[config.mk]
export PLATFORM = sky130hd
export DESIGN_NAME = seg7_refresh_ctrl
export DESIGN_NICKNAME = d
export VERILOG_FILES = /design/src/rtl/seg7_refresh_ctrl.sv
export SDC_FILE = /design/constraint.sdc
export NUM_CORES = 1
export LEC_CHECK = 0
export ABC_AREA = 1
export CAP_MARGIN = 20
export CORE_MARGIN = 2
export CORE_UTILIZATION = 40
export CTS_CLUSTER_DIAMETER = 50
export CTS_CLUSTER_SIZE = 28
export DETAILED_ROUTE_END_ITERATION = 7
export PLACE_DENSITY_LB_ADDON = 0.05
export SLEW_MARGIN = 20
export SYNTH_ARGS = -nofsm -noshare
export SYNTH_HDL_FRONTEND = slang
export SYNTH_SLANG_ARGS = --single-unit
[constraint.sdc]
create_clock -name clk -period 3.9 [get_ports clk]
set_input_delay 1.17 -clock clk [delete_from_list [all_inputs] [get_ports clk]]
set_output_delay 1.17 -clock clk [all_outputs]
set_load 0.02 [all_outputs]
[src/rtl/seg7_refresh_ctrl.sv]
// seg7_refresh_ctrl: shadow registers for a 7-segment display. Each write,
// periodic refresh tick or flash-phase change schedules one transfer to the
// downstream serializer. Requests that arrive while a transfer is in flight
// coalesce into a single follow-up transfer.
module seg7_refresh_ctrl #(
  parameter int unsigned REFRESH_CYC = 50000,
  parameter int unsigned FLASH_CYC   = 25000000
) (
  input  logic        clk,
  input  logic        rst,
  input  logic        wr_en,
  input  logic [1:0]  wr_addr,
  input  logic [31:0] wr_data,
  input  logic        ser_idle,
  output logic        start,
  output logic [31:0] hexs,
  output logic [7:0]  point,
  output logic [7:0]  les,
  output logic        sw0,
  output logic        flash,
  output logic        busy
);

  localparam int RW = $clog2(REFRESH_CYC);
  localparam int FW = $clog2(FLASH_CYC);
  localparam logic [RW-1:0] REF_LAST   = RW'(REFRESH_CYC - 1);
  localparam logic [FW-1:0] FLASH_LAST = FW'(FLASH_CYC - 1);

  localparam logic [2:0] S_IDLE      = 3'd0;
  localparam logic [2:0] S_LOAD      = 3'd1;
  localparam logic [2:0] S_START     = 3'd2;
  localparam logic [2:0] S_WAIT_BUSY = 3'd3;
  localparam logic [2:0] S_WAIT_IDLE = 3'd4;

  logic [2:0]    state_q, state_d;
  logic [1:0]    wb_cnt_q, wb_cnt_d;
  logic [RW-1:0] ref_cnt_q, ref_cnt_d;
  logic [FW-1:0] flash_cnt_q, flash_cnt_d;
  logic          flash_reg_q, flash_reg_d;
  logic [31:0]   data_q, data_d;
  logic [7:0]    pnt_q, pnt_d;
  logic [7:0]    les_reg_q, les_reg_d;
  logic          mode_q, mode_d;
  logic          dirty_q, dirty_d;
  logic          pending_q, pending_d;
  logic [31:0]   hexs_q, hexs_d;
  logic [7:0]    point_q, point_d;
  logic [7:0]    les_q, les_d;
  logic          sw0_q, sw0_d;
  logic          flash_q, flash_d;

  logic ref_wrap;
  logic flash_wrap;
  logic in_load;

  assign ref_wrap   = (ref_cnt_q == REF_LAST);
  assign flash_wrap = (flash_cnt_q == FLASH_LAST);
  assign in_load    = (state_q == S_LOAD);

  // Shadow registers, free-running counters and the dirty/pending request flags.
  always_comb begin
    // NOTE: every signal gets a default first so no path leaves it unassigned,
    // which would otherwise infer a latch.
    data_d      = data_q;
    pnt_d       = pnt_q;
    les_reg_d   = les_reg_q;
    mode_d      = mode_q;
    ref_cnt_d   = ref_wrap ? '0 : ref_cnt_q + 1'b1;
    flash_cnt_d = flash_wrap ? '0 : flash_cnt_q + 1'b1;
    flash_reg_d = flash_wrap ? ~flash_reg_q : flash_reg_q;
    dirty_d     = dirty_q;
    pending_d   = pending_q;

    if (wr_en) begin
      unique case (wr_addr)
        2'd0: data_d = wr_data;
        2'd1: begin
          pnt_d     = wr_data[7:0];
          les_reg_d = wr_data[15:8];
        end
        2'd2: mode_d = wr_data[0];
        default: ;  // address 3 only forces a refresh
      endcase
    end

    // Clear first so a set event in the same cycle takes priority.
    if (in_load) begin
      dirty_d   = 1'b0;
      pending_d = 1'b0;
    end
    if (wr_en) dirty_d = 1'b1;
    if (ref_wrap || flash_wrap) pending_d = 1'b1;
  end

  // Transfer FSM and the output registers it loads.
  always_comb begin
    state_d  = state_q;
    wb_cnt_d = wb_cnt_q;
    hexs_d   = hexs_q;
    point_d  = point_q;
    les_d    = les_q;
    sw0_d    = sw0_q;
    flash_d  = flash_q;

    unique case (state_q)
      S_IDLE: begin
        if ((dirty_q || pending_q) && ser_idle) state_d = S_LOAD;
      end
      S_LOAD: begin
        hexs_d  = data_q;
        point_d = pnt_q;
        les_d   = les_reg_q;
        sw0_d   = mode_q;
        flash_d = flash_reg_q;
        state_d = S_START;
      end
      S_START: begin
        wb_cnt_d = '0;
        state_d  = S_WAIT_BUSY;
      end
      S_WAIT_BUSY: begin
        // Give up after four idle cycles in case the start pulse was missed.
        if (!ser_idle) begin
          state_d = S_WAIT_IDLE;
        end else if (wb_cnt_q == 2'd3) begin
          state_d = S_IDLE;
        end else begin
          wb_cnt_d = wb_cnt_q + 1'b1;
        end
      end
      S_WAIT_IDLE: begin
        if (ser_idle) state_d = S_IDLE;
      end
      default: state_d = S_IDLE;
    endcase
  end

  // State registers; reset presents blank hex-mode data and schedules a transfer.
  always_ff @(posedge clk or negedge rst) begin
    if (!rst) begin
      // NOTE: sequential state uses non-blocking assignments so every flop
      // samples pre-edge values regardless of statement order.
      state_q     <= S_IDLE;
      wb_cnt_q    <= '0;
      ref_cnt_q   <= '0;
      flash_cnt_q <= '0;
      flash_reg_q <= 1'b0;
      data_q      <= '0;
      pnt_q       <= '0;
      les_reg_q   <= '0;
      mode_q      <= 1'b1;
      dirty_q     <= 1'b1;
      pending_q   <= 1'b0;
      hexs_q      <= '0;
      point_q     <= '0;
      les_q       <= '0;
      sw0_q       <= 1'b1;
      flash_q     <= 1'b0;
    end else begin
      state_q     <= state_d;
      wb_cnt_q    <= wb_cnt_d;
      ref_cnt_q   <= ref_cnt_d;
      flash_cnt_q <= flash_cnt_d;
      flash_reg_q <= flash_reg_d;
      data_q      <= data_d;
      pnt_q       <= pnt_d;
      les_reg_q   <= les_reg_d;
      mode_q      <= mode_d;
      dirty_q     <= dirty_d;
      pending_q   <= pending_d;
      hexs_q      <= hexs_d;
      point_q     <= point_d;
      les_q       <= les_d;
      sw0_q       <= sw0_d;
      flash_q     <= flash_d;
    end
  end

  assign start = (state_q == S_START);
  assign busy  = (state_q != S_IDLE);
  assign hexs  = hexs_q;
  assign point = point_q;
  assign les   = les_q;
  assign sw0   = sw0_q;
  assign flash = flash_q;

endmodule

==> flow_summary.toml <==
[synth]
synthCells = 751
avgSynthCellArea_sq_um = 8.53
synth.largest_area_cell = "dfrtp_1"
ys_seq_elements = 148
ys_warn_count = 0
async_flop_share = 1.00
ys_types = 29
yosys-top-cells-count = "nand2_1 (272), dfrtp_1 (145), nor2_1 (81)"
syn_area_sq_mm = 0.00641
synth_edf_count = 0
synth_top_cell_area_share = 0.566
syn-num-nets = 792
synth_top_flop_cell = "dfrtp_1"
yosysMostFrequentCell = "nand2_1"
synth_area_leaders = "dfrtp_1 (57%), nand2_1 (16%), nor2_1 (4.7%)"
seq_area_frac_synth = 0.578

[clock_tree]
clk_latency_ns = 0.42
htree_levels = 4
clk_pin_slew_ns = 0.06
clock_sinks = 148
cts_hold_buf = 0
clockRootBuffer = "clkbuf_16"
cts_tree = "yes"
cts_buffer_depth = 2
post_cts_buffers = 0
cts_resized = 0
cts_buffers = 17

[global_route]
grt_pass1_vias = 5054
antenna_found_initial = 0
overflow = 0
grt_pass1_wl_mm = 24.3
grt_max_degree = 106
grt_use_total = 0.184

[placement]
place.gp.congestion = 0.904
pre_cts_slack_ns = 1.01
hpwlAfterDp_mm = 9.81
portBuffers = 89

[worst_setup_path]
path_cells = "nor2_1 > nand2_1 > inv_1 > clkdlybuf4s50_1"
critPathBufInv = 2
r2r_slack_ns = 2.31
end_kind = "output port"
cp_slowest_cell = "clkdlybuf4s50_1"
worstSetupStartpointType = "register"
timing.rr.start = "state_q[0]"
r2r-end = "hexs[16]"
worstPathRequired_ns = 2.73
cpPeakStageDelay_ns = 0.61
arrival_ns = 1.82
critical_path_class = "reg -> out"
path_delay_family = "buffers and inverters"
r2r_cells = 4
crit_path_max_fanout = 4

[timing]
hold_ws_ns = 0.456
min_period_over_period = 0.768
fmax_mhz = 334
worst_slack_ns = 0.907
tightest_slew_ns = 0.964
finalHoldViolCount = 0
slew_violations = 0
min_period_ns = 2.99
slew_headroom = 0.357
setup_violations = 0
finClkSkew_ns = 0.00774
rsz0062_at_grt = "false"
setup_tns_ns = 0

[pwr]
cellPowerDensity_mw_per_mm2 = 636
max-vdd-ir-drop_mv = 0.333
p_leak_nw = 4.00

[floorplan]
die_h_microns = 131
io_pins = 90
die_w_microns = 131
start_util = 0.406
core.rowCount = 46
coreArea_sq_mm = 0.0158
dieArea_sq_mm = 0.0170

[route]
ant_nets = 0
wl_per_cell_microns = 13.2
drc_errors = 0
totalWireLength_mm = 14.2
dr.pass1.iters = 5
drtIter0Drc = 327
via_count = 4997
viasPerCell = 4.65

[hold_path]
hold_end = "flash_cnt_q[0]"
min-delay-start = "flash_cnt_q[0]"
hp-class = "reg -> reg"
whs_path_depth = 1

[finish]
area_delta_synth_final_pct = 27.0
layout-drive-gt1-share = 0.0921
final_nets = 887
n_antenna_cell = 0
fillers = 1526

[status]
status = "complete, no violations"

[flow_run]
cap_violations = 0
-- worst max path at each step --
stage	slack, ns	depth (start not counted)	startpoint	endpoint
after global placement	1.09	5	wr_en	data_q[2]
final	0.91	4	state_q[2]	start
after floorplan	1.86	4	wr_addr[0]	data_q[19]
after global routing	0.79	4	state_q[2]	start
after CTS	0.88	4	state_q[2]	start
after detailed placement	1.01	5	wr_en	data_q[8]
-- where the power goes --
group | leakage [nW] | internal [mW] | switching (mW)
registers | 1.88 | 1.88 | 0.196
clock network | 0.290 | 1.02 | 0.633
logic | 1.84 | 0.613 | 0.839
-- state kept, by name, indices dropped and copies added (netlist names) --
name and count:
flash_cnt_q 25, pending_q 1, flash_reg_q 1, flash 1, dirty_q 1, mode_q 1, les_reg_q 8, state_q 3
wb_cnt_q 2, data_q 32, ref_cnt_q 16, pnt_q 8, sw0 1, hexs 32, les 8, point 8
-- cells in the final DEF, fill, tap and decap left out, types with 4 or more instances in the layout --
cell / instances
a21oi_1: 6
mux2_2: 13
clkdlybuf4s50_1: 88
xor2_1: 13
inv_1: 74
dfrtp_1: 145
buf_4: 6
nand2_2: 6
clkbuf_16: 17
clkinv_2: 4
nor2_1: 81
nor3_1: 10
nand3_1: 31
nor2_4: 4
o21ai_0: 44
nand2_1: 272
nor2_2: 7
-- per-stage QoR --
step	cell area [sq um]	util	std cells	power (mW)
4_1_cts	8140	0.516	1074	5.27
2_1_floorplan	6410	-	751	2.86
3_3_place_gp	7540	0.478	1043	3.55
5_1_grt	8140	0.516	1074	5.51
6_report	8140	0.516	1074	5.18
3_5_place_dp	7540	0.478	1043	3.57
-- logic make-up (layout without fill, tap and decap cells) --
| kind of cell | Yosys count | count (layout) | synth area share |
|---|---|---|---|
| AO/OA/AOI/OAI | 55 | 55 | 0.0441 |
| XOR/XNOR | 15 | 15 | 0.0205 |
| adder cells (fa/ha/maj) | 3 | 3 | 0.00586 |
| buffers and inverters | 97 | 204 | 0.0592 |
| flip-flops | 148 | 148 | 0.578 |
| multiplexers | 13 | 13 | 0.0228 |
| AND/OR/NAND/NOR | 420 | 420 | 0.269 |
-- layer usage --
metal,part of all wire,GRT usage
met5,0,0
met4,0.011,0.0538
met3,0.058,0.0647
met2,0.47,0.289
met1,0.46,0.241
-- final cells by class --
class	instances	area, sq um	share of cell area
multi-input cells	506	2330	0.287
inverters	78	294	0.0361
repair buffers	95	937	0.115
flip-flops and latches	148	3710	0.455
clock buffers	19	443	0.0544
clock inverters	12	155	0.0191
well taps	216	270	0.0332
Power figures use the tool's default switching activity.
